### src/rtl/mac_pkg.sv
// Shared definitions for the MAC datapath: feeder FSM states and the
// default operand width / buffer depth / MAC latency used by mac and mac_feeder.
package mac_pkg;

    typedef enum logic [1:0] {
        LOAD  = 2'd0,
        RUN   = 2'd1,
        DRAIN = 2'd2
    } feeder_state_e;

    localparam int MAC_WIDTH   = 16;
    localparam int MAC_DEPTH   = 8;
    localparam int MAC_LATENCY = 1;

    // Width of the drain counter. The counter holds at most MAC_LAT-2 because
    // the RUN->DRAIN edge and the final DRAIN edge already cover two MAC edges.
    function automatic int drain_w(input int lat);
        return (lat > 2) ? $clog2(lat - 1) : 1;
    endfunction

endpackage

### src/rtl/mac_feeder_if.sv
// Operand-pair write port of the MAC feeder (valid/ready handshake).
interface mac_feeder_if
    import mac_pkg::*;
#(
    parameter int WIDTH = MAC_WIDTH
);
    logic             wr_valid;
    logic             wr_ready;
    logic [WIDTH-1:0] wr_a;
    logic [WIDTH-1:0] wr_b;

    modport master (output wr_valid, output wr_a, output wr_b, input  wr_ready);
    modport slave  (input  wr_valid, input  wr_a, input  wr_b, output wr_ready);
endinterface

### src/rtl/mac_feeder_buf.sv
// Operand-pair register file: one synchronous write port, one combinational
// read port. Contents are not reset; the feeder never reads an unwritten slot.
module mac_feeder_buf
    import mac_pkg::*;
#(
    parameter int WIDTH = MAC_WIDTH,
    parameter int DEPTH = MAC_DEPTH
) (
    input  logic                       clk,
    input  logic                       we,
    input  logic [$clog2(DEPTH)-1:0]   waddr,
    input  logic [2*WIDTH-1:0]         wdata,
    input  logic [$clog2(DEPTH)-1:0]   raddr,
    output logic [2*WIDTH-1:0]         rdata
);

    logic [2*WIDTH-1:0] mem_q [DEPTH];

    // Store the offered pair in the addressed slot.
    always_ff @(posedge clk) begin
        if (we) begin
            mem_q[waddr] <= wdata;
        end
    end

    assign rdata = mem_q[raddr];

endmodule

### src/rtl/mac_feeder.sv
// Operand stage ahead of the MAC: collects up to DEPTH pairs, streams them one
// per clock on start, drives zeros otherwise, then flags when MAC op is final.
module mac_feeder
    import mac_pkg::*;
#(
    parameter int WIDTH   = MAC_WIDTH,
    parameter int DEPTH   = MAC_DEPTH,
    parameter int MAC_LAT = MAC_LATENCY
) (
    input  logic                       clk,
    input  logic                       rst,
    mac_feeder_if.slave                wr,
    input  logic                       start,
    output logic                       busy,
    output logic [WIDTH-1:0]           a_out,
    output logic [WIDTH-1:0]           b_out,
    output logic [$clog2(DEPTH):0]     count,
    output logic                       res_valid
);

    localparam int AW = $clog2(DEPTH);
    localparam int CW = AW + 1;
    localparam int DW = drain_w(MAC_LAT);

    feeder_state_e     state_q,     state_d;
    logic [CW-1:0]     count_q,     count_d;
    logic [CW-1:0]     rd_ptr_q,    rd_ptr_d;
    logic [DW-1:0]     drain_q,     drain_d;
    logic [WIDTH-1:0]  a_q,         a_d;
    logic [WIDTH-1:0]  b_q,         b_d;
    logic              res_valid_q, res_valid_d;
    logic              wr_ready_q,  wr_ready_d;

    logic              wr_fire;
    logic              buf_we;
    logic [AW-1:0]     buf_raddr;
    logic [2*WIDTH-1:0] buf_rdata;

    mac_feeder_buf #(
        .WIDTH (WIDTH),
        .DEPTH (DEPTH)
    ) u_buf (
        .clk   (clk),
        .we    (buf_we),
        .waddr (count_q[AW-1:0]),
        .wdata ({wr.wr_a, wr.wr_b}),
        .raddr (buf_raddr),
        .rdata (buf_rdata)
    );

    // wr_ready_q is only ever high in LOAD with room left, so it qualifies writes alone.
    assign wr_fire   = wr.wr_valid && wr_ready_q;
    assign buf_raddr = (state_q == RUN) ? rd_ptr_q[AW-1:0] : '0;

    // Next-state, pointer/counter updates and the registered MAC operands.
    always_comb begin
        state_d     = state_q;
        count_d     = count_q;
        rd_ptr_d    = rd_ptr_q;
        drain_d     = drain_q;
        a_d         = '0;
        b_d         = '0;
        res_valid_d = 1'b0;
        buf_we      = 1'b0;

        case (state_q)
            LOAD: begin
                if (wr_fire) begin
                    buf_we  = 1'b1;
                    count_d = count_q + CW'(1);
                end
                // Pair 0 goes out on the start edge itself; a same-cycle write
                // into an empty buffer is not in the register file yet, so
                // forward it.
                if (start && (count_d != '0)) begin
                    state_d  = RUN;
                    rd_ptr_d = CW'(1);
                    if (count_q == '0) begin
                        a_d = wr.wr_a;
                        b_d = wr.wr_b;
                    end else begin
                        {a_d, b_d} = buf_rdata;
                    end
                end
            end
            RUN: begin
                if (rd_ptr_q == count_q) begin
                    // All pairs issued; operands fall back to zero this edge.
                    if (MAC_LAT == 1) begin
                        res_valid_d = 1'b1;
                        count_d     = '0;
                        rd_ptr_d    = '0;
                        state_d     = LOAD;
                    end else begin
                        drain_d = DW'(MAC_LAT - 2);
                        state_d = DRAIN;
                    end
                end else begin
                    {a_d, b_d} = buf_rdata;
                    rd_ptr_d   = rd_ptr_q + CW'(1);
                end
            end
            DRAIN: begin
                if (drain_q == '0) begin
                    res_valid_d = 1'b1;
                    count_d     = '0;
                    rd_ptr_d    = '0;
                    state_d     = LOAD;
                end else begin
                    drain_d = drain_q - DW'(1);
                end
            end
            default: begin
                state_d  = LOAD;
                count_d  = '0;
                rd_ptr_d = '0;
            end
        endcase

        wr_ready_d = (state_d == LOAD) && (count_d != CW'(DEPTH));
    end

    // State and output registers; reset aborts any run and zeroes the operands.
    always_ff @(posedge clk or negedge rst) begin
        if (!rst) begin
            state_q     <= LOAD;
            count_q     <= '0;
            rd_ptr_q    <= '0;
            drain_q     <= '0;
            a_q         <= '0;
            b_q         <= '0;
            res_valid_q <= 1'b0;
            wr_ready_q  <= 1'b0;
        end else begin
            state_q     <= state_d;
            count_q     <= count_d;
            rd_ptr_q    <= rd_ptr_d;
            drain_q     <= drain_d;
            a_q         <= a_d;
            b_q         <= b_d;
            res_valid_q <= res_valid_d;
            wr_ready_q  <= wr_ready_d;
        end
    end

    assign wr.wr_ready = wr_ready_q;
    assign busy        = (state_q != LOAD);
    assign a_out       = a_q;
    assign b_out       = b_q;
    assign count       = count_q;
    assign res_valid   = res_valid_q;

endmodule

### src/flat_wrapper.sv
// flat-port wrapper written by rule: the top's interface ports become plain ports
module mac_feeder_flat import mac_pkg::*;
#(
    parameter int WIDTH   = MAC_WIDTH,
    parameter int DEPTH   = MAC_DEPTH,
    parameter int MAC_LAT = MAC_LATENCY
)
  (clk, rst, start, busy, a_out, b_out, count, res_valid, wr_wr_valid, wr_wr_a, wr_wr_b, wr_wr_ready);
  mac_feeder_if #(.WIDTH(WIDTH)) wr_i ();
  input  logic clk;
  input  logic rst;
  input  logic start;
  output logic busy;
  output logic [WIDTH-1:0] a_out;
  output logic [WIDTH-1:0] b_out;
  output logic [$clog2(DEPTH):0] count;
  output logic res_valid;
  input wire logic [$bits(wr_i.wr_valid)-1:0] wr_wr_valid;
  input wire logic [$bits(wr_i.wr_a)-1:0] wr_wr_a;
  input wire logic [$bits(wr_i.wr_b)-1:0] wr_wr_b;
  output wire logic [$bits(wr_i.wr_ready)-1:0] wr_wr_ready;
  assign wr_i.wr_valid = wr_wr_valid;
  assign wr_i.wr_a = wr_wr_a;
  assign wr_i.wr_b = wr_wr_b;
  assign wr_wr_ready = wr_i.wr_ready;
  mac_feeder #(.WIDTH(WIDTH), .DEPTH(DEPTH), .MAC_LAT(MAC_LAT)) u_core (.clk(clk), .rst(rst), .wr(wr_i), .start(start), .busy(busy), .a_out(a_out), .b_out(b_out), .count(count), .res_valid(res_valid));
endmodule
### config.mk
export PLATFORM = sky130hd
export DESIGN_NAME = mac_feeder_flat
export DESIGN_NICKNAME = d
export VERILOG_FILES = /design/src/rtl/mac_pkg.sv /design/src/rtl/mac_feeder_if.sv /design/src/rtl/mac_feeder_buf.sv /design/src/rtl/mac_feeder.sv /design/src/flat_wrapper.sv
export SDC_FILE = /design/constraint.sdc
export NUM_CORES = 1
export LEC_CHECK = 0
export ABC_AREA = 1
export CORE_UTILIZATION = 45
export CTS_CLUSTER_SIZE = 25
export DETAILED_ROUTE_END_ITERATION = 12
export PLACE_DENSITY = 0.6
export SLEW_MARGIN = 20
export SYNTH_ARGS = -nofsm -noshare
export SYNTH_HDL_FRONTEND = slang
export SYNTH_SLANG_ARGS = --single-unit
export TNS_END_PERCENT = 10
### constraint.sdc
create_clock -name clk -period 14.6 [get_ports clk]
set_clock_uncertainty 0.05 [all_clocks]
set_input_delay 2.19 -clock clk [delete_from_list [all_inputs] [get_ports clk]]
set_output_delay 2.19 -clock clk [all_outputs]
set_load 0.1 [all_outputs]
# Word level (Yosys, flattened, before mapping)
# Memory sizes are Yosys's and may differ from the RTL's.
# Cells that the tools add are included.
[totals]
regBits = 45
ram_bits = 256
input_bits = 36
out_inout_bits = 39
elab_cells = 57
memories = 1
[memory_table]
columns = ["name", "depth", "width", "read_ports", "rd_clocked_by_memory_dff", "wr", "line_no", "rtl"]
rows = [
  ["u_core.u_buf.mem_q", 8, 32, 1, 0, 1, "mac_feeder_buf.sv:17", "logic [2*WIDTH-1:0] mem_q [DEPTH];"],
]
[classes]
addsub = 3
n_eq_ne = 6
n_mux = 30
reduce_logical = 9
[ops]
columns = ["op", "n"]
rows = [
  ["2-to-1 mux 16 bit", 6],
  ["one-hot mux 16 bit (2 select lines)", 2],
  ["2-to-1 mux 4 bit", 7],
  ["one-hot mux 4 bit (3 select lines)", 2],
  ["adder 4 x 1 -> 4 bit, second input constant", 2],
  ["2-to-1 mux 1 bit", 7],
  ["2-to-1 mux 2 bit", 3],
  ["one-hot mux 2 bit (3 select lines)", 1],
  ["== test 4 bit", 1],
  ["logical NOT 2 bit", 2],
  ["logical NOT 4 bit", 1],
  ["inequality test 4 bit, second input constant", 1],
  ["nonzero test 4 bit", 1],
  ["logical AND 1 bit", 3],
  ["2-to-1 mux 3 bit", 1],
  ["== test 2 x 1 -> 1 bit, second input constant", 1],
  ["== test 2 bit, second input constant", 1],
  ["inequality test 2 x 1 -> 1 bit, second input constant", 1],
  ["inequality test 2 bit, second input constant", 1],
  ["one-hot mux 1 bit (2 select lines)", 1],
  ["AND reduction 2 bit", 1],
  ["nonzero test 2 bit", 1],
  ["subtractor 1 bit, second input constant", 1],
]

# Depth between registers and ports, before layout
# Gate-level depths: netlist of the first run.
[logic_depth]
depth_word = 9
mapped_depth = 15
ltp_nobuf = 14

# By module
# From an unflattened synthesis of the first run, not the netlist that was laid out.
[hier_totals]
hier_cells = 1401
hier_area_um2 = 13410.4
[by_module_without_submodules]
columns = ["mod", "n_inst", "cells_each", "area_per_inst_um2", "seq_area_each_um2"]
rows = [
  ["mac_feeder_buf", 1, 1124, 11232.0, 7687.4],
  ["mac_feeder", 1, 277, 2178.3, 1101.1],
]

# Least setup slack after synthesis of the first run
# OpenSTA, ideal clock, no wires.
[synth_timing]
path_type = "input port to flip-flop"
start = "input wr_wr_valid"
end = "memory u_core.u_buf.mem_q[0][0] (netlist name) (enable)"
setup_time_ns = 0.503
arrival_ns = 5.495
t_required_ns = 14.047
slack_ns = 8.552
cell_stages = 2
path_buffers = 0
path_cell_list = "nand3_1 -> nor4_1"
[synth_between]
elab_chain_cells = 5
[synth_rtl]
columns = ["item", "line_no", "rtl"]
rows = [
  ["start, declared", "flat_wrapper.sv:18", "input wire logic [$bits(wr_i.wr_valid)-1:0] wr_wr_valid;"],
  ["logical AND 1 bit", "mac_feeder.sv:52", "assign wr_fire = wr.wr_valid && wr_ready_q;"],
  ["2-to-1 mux 1 bit", "mac_feeder.sv:68", "if (wr_fire) begin"],
  ["2-to-1 mux 1 bit", "mac_feeder.sv:66", "case (state_q)"],
  ["2-to-1 mux 1 bit", "mac_feeder_buf.sv:21", "if (we) begin"],
  ["2-to-1 mux 1 bit (implied by the code)", "mac_feeder_buf.sv:22", "mem_q[waddr] <= wdata;"],
  ["end, declared", "mac_feeder_buf.sv:17", ""],
]
# No other way between the ends.

# Worst setup path after layout of the first run
[layout_timing]
start = "register u_core.state_q[0]"
end = "output busy"
[layout_between]
elab_chain_cells = 1
[layout_rtl]
columns = ["item", "line_no", "rtl"]
rows = [
  ["start, declared", "mac_feeder.sv:25", "feeder_state_e state_q, state_d;"],
  ["start signal, assigned", "mac_feeder.sv:135", "state_q <= state_d;"],
  ["nonzero test 2 bit", "mac_feeder.sv:147", "assign busy = (state_q != LOAD);"],
  ["end, declared", "flat_wrapper.sv:13", "output logic busy;"],
]
# No other way between the ends.

==> flow_summary.json, run 1 <==
{
  "run_status": "completed",
  "p_sw_frac": 0.415,
  "cts.sinks": 300,
  "max_freq_mhz": 202,
  "critPathArrivalTime_ns": 2.72,
  "clockPowerShare": 0.242,
  "crit_fanout": 8,
  "hold_violations": 0,
  "firstDrtPassIters": 5,
  "antennaDiodeCount": 0,
  "drive_gt1_frac": 0.0957,
  "synth-edff-count": 256,
  "seqCellArea_sq_mm": 0.00879,
  "dp_hpwl_um": 15400,
  "htreeDepth": 1,
  "multi_input_area_sq_mm": 0.00356,
  "dp_slack_ns": 10.07,
  "antenna_found_initial": 0,
  "yosys.area.top_type": "edfxtp_1",
  "finalPower_uw": 3070,
  "postCtsResizedCells": 0,
  "cpPeakStageDelay_ns": 1.17,
  "startpoint_type": "register",
  "grt_setup_unrepaired": "no",
  "cap_violations": 0,
  "syn_to_final_growth_pct": 14.4,
  "io_buffers": 74,
  "ys_top_cells_by_count": "411 x nand2_1, 256 x edfxtp_1, 141 x nand3_1, 49 x nor2_1, 44 x dfrtp_1",
  "crit_slowest_cell": "clkdlybuf4s50_1",
  "syn_inst": 1159,
  "finalWorstSetupSlack_ns": 9.64,
  "final_cells": 1622,
  "vias": 8366,
  "clockRootBuffer": "clkbuf_16",
  "crit_top_cell": "inv_1",
  "seqPwrFrac": 0.352,
  "end_kind": "output port",
  "ys_warn_count": 0,
  "grt_pass1_wl_um": 45600,
  "die_area_sq_mm": 0.0293,
  "synth_cell_type_count": 34,
  "wl_per_cell_um": 17.5,
  "worstPathRequired_ns": 12.36,
  "drc": 0,
  "crit_buf_inv": 3,
  "p_per_area_mw_per_mm2": 208,
  "cpLargestDelayFamily": "buffers and inverters",
  "tns_ns": 0,
  "cts.path.max_buffers": 3,
  "ioPinCount": 75,
  "avgViaCountPerCell": 5.16,
  "worstMarginPinSlew_ns": 1.05,
  "grt-ovfl-total": 0,
  "nFillCells": 2469,
  "syn_area_per_cell_sq_um": 11.1,
  "yosysSeqAreaShare": 0.682,
  "synth_area_leaders": "edfxtp_1 60%, nand2_1 12%, dfrtp_1 8.5%",
  "combPwrFrac": 0.406,
  "intPower_uw": 1800,
  "synthFlopType": "edfxtp_1",
  "syn-cell-area_sq_mm": 0.0129,
  "first_iter_violations": 584,
  "slew_viol_final": 0,
  "leakagePower_uw": 0.00564,
  "drt_wl_total_um": 28500,
  "die-height_um": 171,
  "netlist.area_leader.share": 0.596,
  "maxSlewHeadroom": 0.299,
  "hold_class": "reg2reg",
  "clk_pin_slew_ns": 0.06,
  "place_congestion": 0.802,
  "synthArstFlopShare": 0.147,
  "nets": 1264,
  "dp_cells": 1566,
  "crit_type": "reg2out",
  "cts-buffers-inserted": 31,
  "grtUsageTotal": 0.203,
  "cts_tree": "built",
  "setup_violations": 0,
  "ir_drop_uv": 159,
  "grt_pass1_vias": 8370,
  "fin_crit_sh": 0.340,
  "syn-num-nets": 1202,
  "post_cts_buffers": 0,
  "ys_seq_elements": 300,
  "fp.dieW_um": 171,
  "core_sq_mm": 0.0280,
  "insertion_delay_ns": 0.55,
  "drt.antenna.violating_nets": 0,
  "grt_max_degree": 78,
  "switching_power_uw": 1280,
  "hold_buffers": 0,
  "start_util": 0.460,
  "synthMostInstantiatedCell": "nand2_1",
  "path_cells": "inv_1, ha_1, inv_1, clkdlybuf4s50_1",
  "rows": 61,
  "min_period_ns": 4.96
}
layout make-up:
| type | instances | area share |
|---|---|---|
| timing repair buffer | 92 | 0.0590 |
| multi-input combinational | 770 | 0.241 |
| clock inverter | 12 | 0.00721 |
| clock buffer | 44 | 0.0573 |
| inverter | 26 | 0.00713 |
| tap | 378 | 0.0321 |
| sequential | 300 | 0.596 |
sequential cells by signal, indices dropped and copies added (netlist names):
name	count
u_core.rd_ptr_q	4
u_core.u_buf.mem_q	256
u_core.count	4
u_core.a_out	16
u_core.b_out	16
u_core.wr.wr_ready	1
u_core.res_valid	1
u_core.state_q	2
metal layers:
| layer | vias up | part of all wire | GRT usage |
|---|---|---|---|
| met2 | 185 | 0.48 | 0.344 |
| met5 | - | 0 | 0 |
| met1 | 4057 | 0.45 | 0.278 |
| met3 | 38 | 0.046 | 0.0285 |
| met4 | 0 | 0.018 | 0.0470 |
| li1 | 4086 | - | - |
per-stage QoR:
step / hold slack, ns / utilization / cell area, sq um
after floorplan: 0.471 / - / 12900
after global placement: 0.520 / 0.493 / 13800
after detailed placement: 0.517 / 0.493 / 13800
after CTS: 0.529 / 0.527 / 14700
after global routing: 0.570 / 0.527 / 14700
final: 0.523 / 0.527 / 14700
kinds of logic (layout without fill, tap and decap cells):
family	Yosys count	in the layout	synth area share
AOI/OAI and AO/OA	107	107	0.0479
adders and majority gates	7	7	0.00679
buffers and inverters	89	174	0.0467
DFF	300	300	0.682
and+or+nand+nor	656	656	0.217
final timing paths:
check | slack, ns | cells after the start | end | from
max | 9.64 | 4 | busy | u_core.state_q[0]
min | 0.52 | 2 | u_core.rd_ptr_q[3] | u_core.rd_ptr_q[3]
max reg2reg | 10.50 | 10 | u_core.a_out[12] | u_core.state_q[1]
min reg2reg | 0.52 | 2 | u_core.rd_ptr_q[3] | u_core.rd_ptr_q[3]
max in group asynchronous | 12.34 | 2 | u_core.b_out[7] | rst
min in group asynchronous | 1.72 | 2 | u_core.res_valid | rst
power by group through the flow:
stage | Sequential, uW | Combinational [uW] | Clock [uW]
floorplan | 1380 | 711 | 0
global placement | 1100 | 1230 | 0
detailed placement | 1100 | 1250 | 0
CTS | 1080 | 1260 | 761
global route | 1090 | 1370 | 790
finish | 1080 | 1250 | 744
placed cells by master (no fill, tap or decap), types with 2 or more instances in the layout:
cell             Yosys  routed
clkbuf_16            0      31
nand2_2             37      37
a21oi_1             36      36
inv_1               20      20
nor2_2               2       2
or2_2                2       2
clkbuf_8             0       2
buf_4                6      18
nand3_2              1       2
o21bai_1            31      31
clkinv_2             0       4
clkinv_1             0       5
bufinv_16            0       2
clkbuf_1             9      11
nor2_1              49      48
nand3_1            141     140
o21ai_0              9       9
nand2_1            411     411
clkdlybuf4s50_1      0      73
edfxtp_1           256     256
nor4_2               0       7
ha_1                 7       7
dfrtp_1             44      44
o21ai_1             29      29
inv_2                4       4
tightest hold or removal path: stages, from the launching register on:
cell	delay, ns
dfrtp_1	0.39
a21oi_1	0.05
nor2_1	0.09
(Power assumes the default switching activity.)
==> run 2: changes to the inputs <==
clock period = 4.8 ns   (was 14.6 ns; I/O delays follow)
==> run 2 against run 1 <==
  * Hold slack lost 0.26 ns
  * First-iteration DRC count grew 3.8%
  * Utilization is essentially flat
  * Clock power grew to 3.0 times the previous value
  * Setup slack lost 8.4 ns
  * Critical path type unchanged
  * Via count is essentially flat
  * Clock-buffer cell count grew 2
  * Combinational power grew to 3.1 times the previous value
  * Critical endpoint unchanged
  * Non-clock buffer count is the same
  * Die area is the same
  * Cell count is essentially flat
==> flow_summary.json, run 2 (synthesized netlist as in run 1, its figures left out) <==
{
  "cts-buffers-inserted": 31,
  "grt_setup_unrepaired": "no",
  "insertion_delay_ns": 0.55,
  "grtUsageTotal": 0.206,
  "critPathArrivalTime_ns": 2.76,
  "start_util": 0.460,
  "layout.cells.most_common": "nand2_1",
  "min_period_ns": 3.53,
  "crit_type": "reg2out",
  "drt.antenna.violating_nets": 0,
  "worstPathRequired_ns": 4.03,
  "startpoint_type": "register",
  "hold_class": "in2async",
  "path_cells": "inv_1, ha_1, inv_1, clkdlybuf4s50_1",
  "hold_slack_ns": 0.259,
  "r2r-start": "u_core.state_q[1]",
  "startpoint": "u_core.state_q[0]",
  "largest-register": "u_core.u_buf.mem_q",
  "fp.dieW_um": 171,
  "cts_tree": "built",
  "run_status": "completed",
  "crit_top_cell": "inv_1",
  "grt_pass1_wl_um": 46000,
  "largest_reg_flops": 256,
  "nets": 1264,
  "dp_hpwl_um": 15000,
  "io_buffers": 74,
  "rows": 61,
  "path_depth": 4,
  "avgViaCountPerCell": 5.16,
  "hold_violations": 0,
  "antenna_found_initial": 1,
  "syn_to_final_growth_pct": 14.4,
  "final_cell_mix": "411 x nand2_1, 256 x edfxtp_1, 140 x nand3_1",
  "wl_per_cell_um": 18.1,
  "p_per_area_mw_per_mm2": 632,
  "core_sq_mm": 0.0280,
  "die_area_sq_mm": 0.0293,
  "cts.path.max_buffers": 3,
  "postCtsResizedCells": 0,
  "htreeDepth": 1,
  "vias": 8358,
  "antennaDiodeCount": 0,
  "grt-ovfl-total": 0,
  "maxSlewHeadroom": 0.324,
  "cpPeakStageDelay_ns": 1.19,
  "setup_violations": 0,
  "first_iter_violations": 606,
  "fin_crit_sh": 0.736,
  "clk_pin_slew_ns": 0.06,
  "drc": 0,
  "place_congestion": 0.777,
  "crit_slowest_cell": "clkdlybuf4s50_1",
  "cpLargestDelayFamily": "buffers and inverters",
  "ioPinCount": 75,
  "slew_viol_final": 0,
  "tns_ns": 0,
  "cts.sinks": 300,
  "leakagePower_uw": 0.00564,
  "end_kind": "output port",
  "die-height_um": 171,
  "ir_drop_uv": 535,
  "cap_violations": 0,
  "utilization": 0.527,
  "grt_max_degree": 86,
  "max_freq_mhz": 283,
  "grt_pass1_vias": 8119,
  "rr_worst_depth": 12,
  "crit_buf_inv": 3,
  "worstMarginPinSlew_ns": 1.01,
  "drive_gt1_frac": 0.0941,
  "drt_wl_total_um": 29400,
  "firstDrtPassIters": 7,
  "hold_buffers": 0,
  "post_cts_buffers": 0,
  "clockRootBuffer": "clkbuf_16",
  "crit_fanout": 8
}
run 2: cell types whose count changed in the layout (fill, tap and decap cells not counted):
cell and delta:
buf_12 +1, clkinv_1 -1, buf_4 -2, buf_16 +1, clkbuf_1 +2, clkinvlp_4 -1
bufinv_16 -1
run 2: area by class of cell:
type | instances | area, sq um
clock buffer | 46 | 852
clock inverter | 9 | 65.1
fill | 2471 | 13300
inverter | 26 | 105
multi-input combinational | 770 | 3560
sequential | 300 | 8790
tap | 378 | 473
timing repair buffer | 92 | 903
run 2: path summary, 6_finish.rpt:
path,end,slack [ns]
worst min register to register,u_core.rd_ptr_q[3],0.56
worst max register to register,u_core.b_out[10],1.49
min in group clk,u_core.rd_ptr_q[3],0.56
max in group asynchronous,u_core.a_out[1],3.97
worst max-delay path,busy,1.27
worst min-delay path,u_core.b_out[9],0.26
run 2: worst register-to-register path, cell delays in order, from the launching register on:
cell	delay [ns]
dfrtp_1	0.40
inv_1	0.10
ha_1	0.40
nand2_4	0.42
inv_4	0.84
buf_12	0.37
nand2_1	0.12
nand3_1	0.09
nand2_1	0.06
nand2_1	0.08
nand2_1	0.06
nor2_1	0.09
o21bai_1	0.14
run 2: metrics by stage:
step / worst slack, ns / instances / area (sq um) / total power (uW)
floorplan: -0.258 / 1159 / 12900 / 6370
global placement: 1.56 / 1565 / 13800 / 7140
detailed placement: 1.49 / 1565 / 13800 / 7190
CTS: 1.26 / 1620 / 14700 / 9400
global route: 1.15 / 1621 / 14700 / 9880
finish: 1.27 / 1621 / 14700 / 9330
run 2: metal layers:
metal	vias up	global-route usage	wire length, um
met2	200	0.337	13800
li1	4080	-	-
met4	2	0.0505	396
met5	-	0	12
met1	4041	0.288	13600
met3	35	0.0350	1530
run 2: power breakdown:
group | total (uW) | leakage, uW | internal (uW) | switching [uW]
Clock | 2200 | 0.000448 | 1270 | 931
Combinational | 3840 | 0.00231 | 1000 | 2840
Sequential | 3290 | 0.00288 | 3150 | 140
Total | 9330 | 0.00564 | 5420 | 3910
==> run 3: changes to the inputs <==
PLACE_DENSITY = 0.62   (was 0.6)
clock period = 2.9 ns   (was 4.8 ns; I/O delays follow)
==> run 3 against run 2 <==
  * Total power grew 67%
  * Sequential share of layout area shrank 0.69 points
  * Register-to-register slack lost 1.0 ns
  * Combinational power grew 68%
  * Non-clock buffer count grew 14
  * Clock-buffer cell count shrank 1
  * Die area is the same
==> flow_summary.json, run 3 (synthesized netlist as in run 1, its figures left out) <==
{
  "run_status": "completed",
  "start_util": 0.460,
  "die_area_sq_mm": 0.0293,
  "worstPathRequired_ns": 2.41,
  "ioPinCount": 75,
  "cpLargestDelayFamily": "buffers and inverters",
  "wl_per_cell_um": 17.7,
  "dp_cells": 1579,
  "cts_tree": "built",
  "insertion_delay_ns": 0.55,
  "clk_pin_slew_ns": 0.06,
  "r2r-start": "u_core.state_q[1]",
  "htreeDepth": 1,
  "ir_drop_uv": 539,
  "fp.dieW_um": 171,
  "grt_max_degree": 130,
  "antennaDiodeCount": 0,
  "firstDrtPassIters": 5,
  "critPathArrivalTime_ns": 2.05,
  "max_freq_mhz": 394,
  "first_iter_violations": 655,
  "crit_fanout": 8,
  "drt_wl_total_um": 29000,
  "rows": 61,
  "grt-ovfl-total": 0,
  "min_period_ns": 2.54,
  "r2r-end": "u_core.b_out[5]",
  "die-height_um": 171,
  "ff2ff_setup_slack_ns": 0.48,
  "rr_worst_depth": 11,
  "drive_gt1_frac": 0.142,
  "avgViaCountPerCell": 5.14,
  "grt_pass1_vias": 8502,
  "cts-buffers-inserted": 30,
  "vias": 8409,
  "crit_buf_inv": 3,
  "core_sq_mm": 0.0280,
  "nets": 1277,
  "syn_to_final_growth_pct": 15.8,
  "end_kind": "output port",
  "finalWorstSetupSlack_ns": 0.360,
  "worstMarginPinSlew_ns": 0.597,
  "cts.path.max_buffers": 3,
  "hold_violations": 0,
  "hold_class": "in2async",
  "dp_slack_ns": 0.458,
  "final_cell_mix": "411 x nand2_1, 256 x edfxtp_1, 140 x nand3_1",
  "grt_setup_unrepaired": "no",
  "path_cells": "inv_2, ha_1, clkinvlp_4, buf_4",
  "grt_pass1_wl_um": 45900,
  "drc": 0,
  "clockRootBuffer": "clkbuf_16",
  "fin_crit_sh": 0.876,
  "slew_viol_final": 0,
  "cts.sinks": 300,
  "p_per_area_mw_per_mm2": 1040,
  "startpoint_type": "register",
  "leakagePower_uw": 0.00580,
  "finalPower_uw": 15600,
  "cap_violations": 0,
  "dp_hpwl_um": 16100,
  "drt.antenna.violating_nets": 0,
  "maxSlewHeadroom": 0.602,
  "hold_slack_ns": 0.352,
  "cpPeakStageDelay_ns": 0.41,
  "largest_reg_flops": 256,
  "crit_slowest_cell": "dfrtp_1",
  "crit_type": "reg2out",
  "io_buffers": 74,
  "setup_violations": 0,
  "tns_ns": 0,
  "antenna_found_initial": 0,
  "layout.cells.most_common": "nand2_1",
  "largest-register": "u_core.u_buf.mem_q",
  "final_cells": 1636,
  "place_congestion": 0.805,
  "grtUsageTotal": 0.204
}
## run 3: cell count changes in the layout (fill, tap and decap cells not counted), moves of 3 or more
cell	change
nor4_2	-7
dfrtp_1	-3
buf_12	+9
clkdlybuf4s50_1	-39
inv_1	-3
clkbuf_1	-3
buf_4	+44
dfrtp_2	+3
nor4_4	+7
## run 3: metrics by stage
step | util | instance area (sq um)
4_1_cts | 0.533 | 14900
3_3_place_gp | 0.500 | 14000
5_1_grt | 0.533 | 14900
2_1_floorplan | - | 13000
6_report | 0.533 | 14900
3_5_place_dp | 0.500 | 14000
## run 3: worst min-delay path: stages
cell	delay (ns)
dlygate4sd3_1	0.52
buf_2	0.11
buf_4	0.29
## run 3: area by class of cell
| cell class | count | area [sq um] |
|---|---|---|
| Fill cell | 2421 | 13100 |
| Sequential cell | 300 | 8790 |
| Multi-Input combinational cell | 770 | 3620 |
| Timing Repair Buffer | 106 | 1010 |
| Clock buffer | 45 | 868 |
| Tap cell | 378 | 473 |
| Inverter | 26 | 109 |
| Clock inverter | 11 | 56.3 |
## run 3: worst max-delay path by stage
stage / cells past startpoint / startpoint / endpoint
after CTS: 4 / u_core.state_q[0] / busy
after global routing: 12 / u_core.state_q[1] / u_core.b_out[6]
after detailed placement: 11 / u_core.state_q[1] / u_core.b_out[5]
final: 4 / u_core.state_q[0] / busy
after global placement: 11 / u_core.state_q[1] / u_core.b_out[5]
after floorplan: 5 / u_core.state_q[0] / u_core.u_buf.mem_q[1][0]
## run 3: power by group
group | total, uW | leakage, uW | switching (uW) | internal, uW
logic | 6450 | 0.00247 | 4730 | 1730
clock network | 3630 | 0.000458 | 1570 | 2060
registers | 5470 | 0.00287 | 258 | 5220
## run 3: per-layer routing
layer | routed length, um | track usage | vias to the layer above
li1 | - | - | 4116
met1 | 12800 | 0.271 | 4023
met2 | 14200 | 0.351 | 212
met3 | 1300 | 0.0249 | 58
met4 | 639 | 0.0629 | 0
met5 | 0 | 0 | -
## run 3: repair_timing
item	4_1_cts	5_1_grt
setup buffers	0	0
endpoints found under the hold margin	44	0
hold buffers	1	0
resized for setup	0	0
setup endpoints to repair	0	0
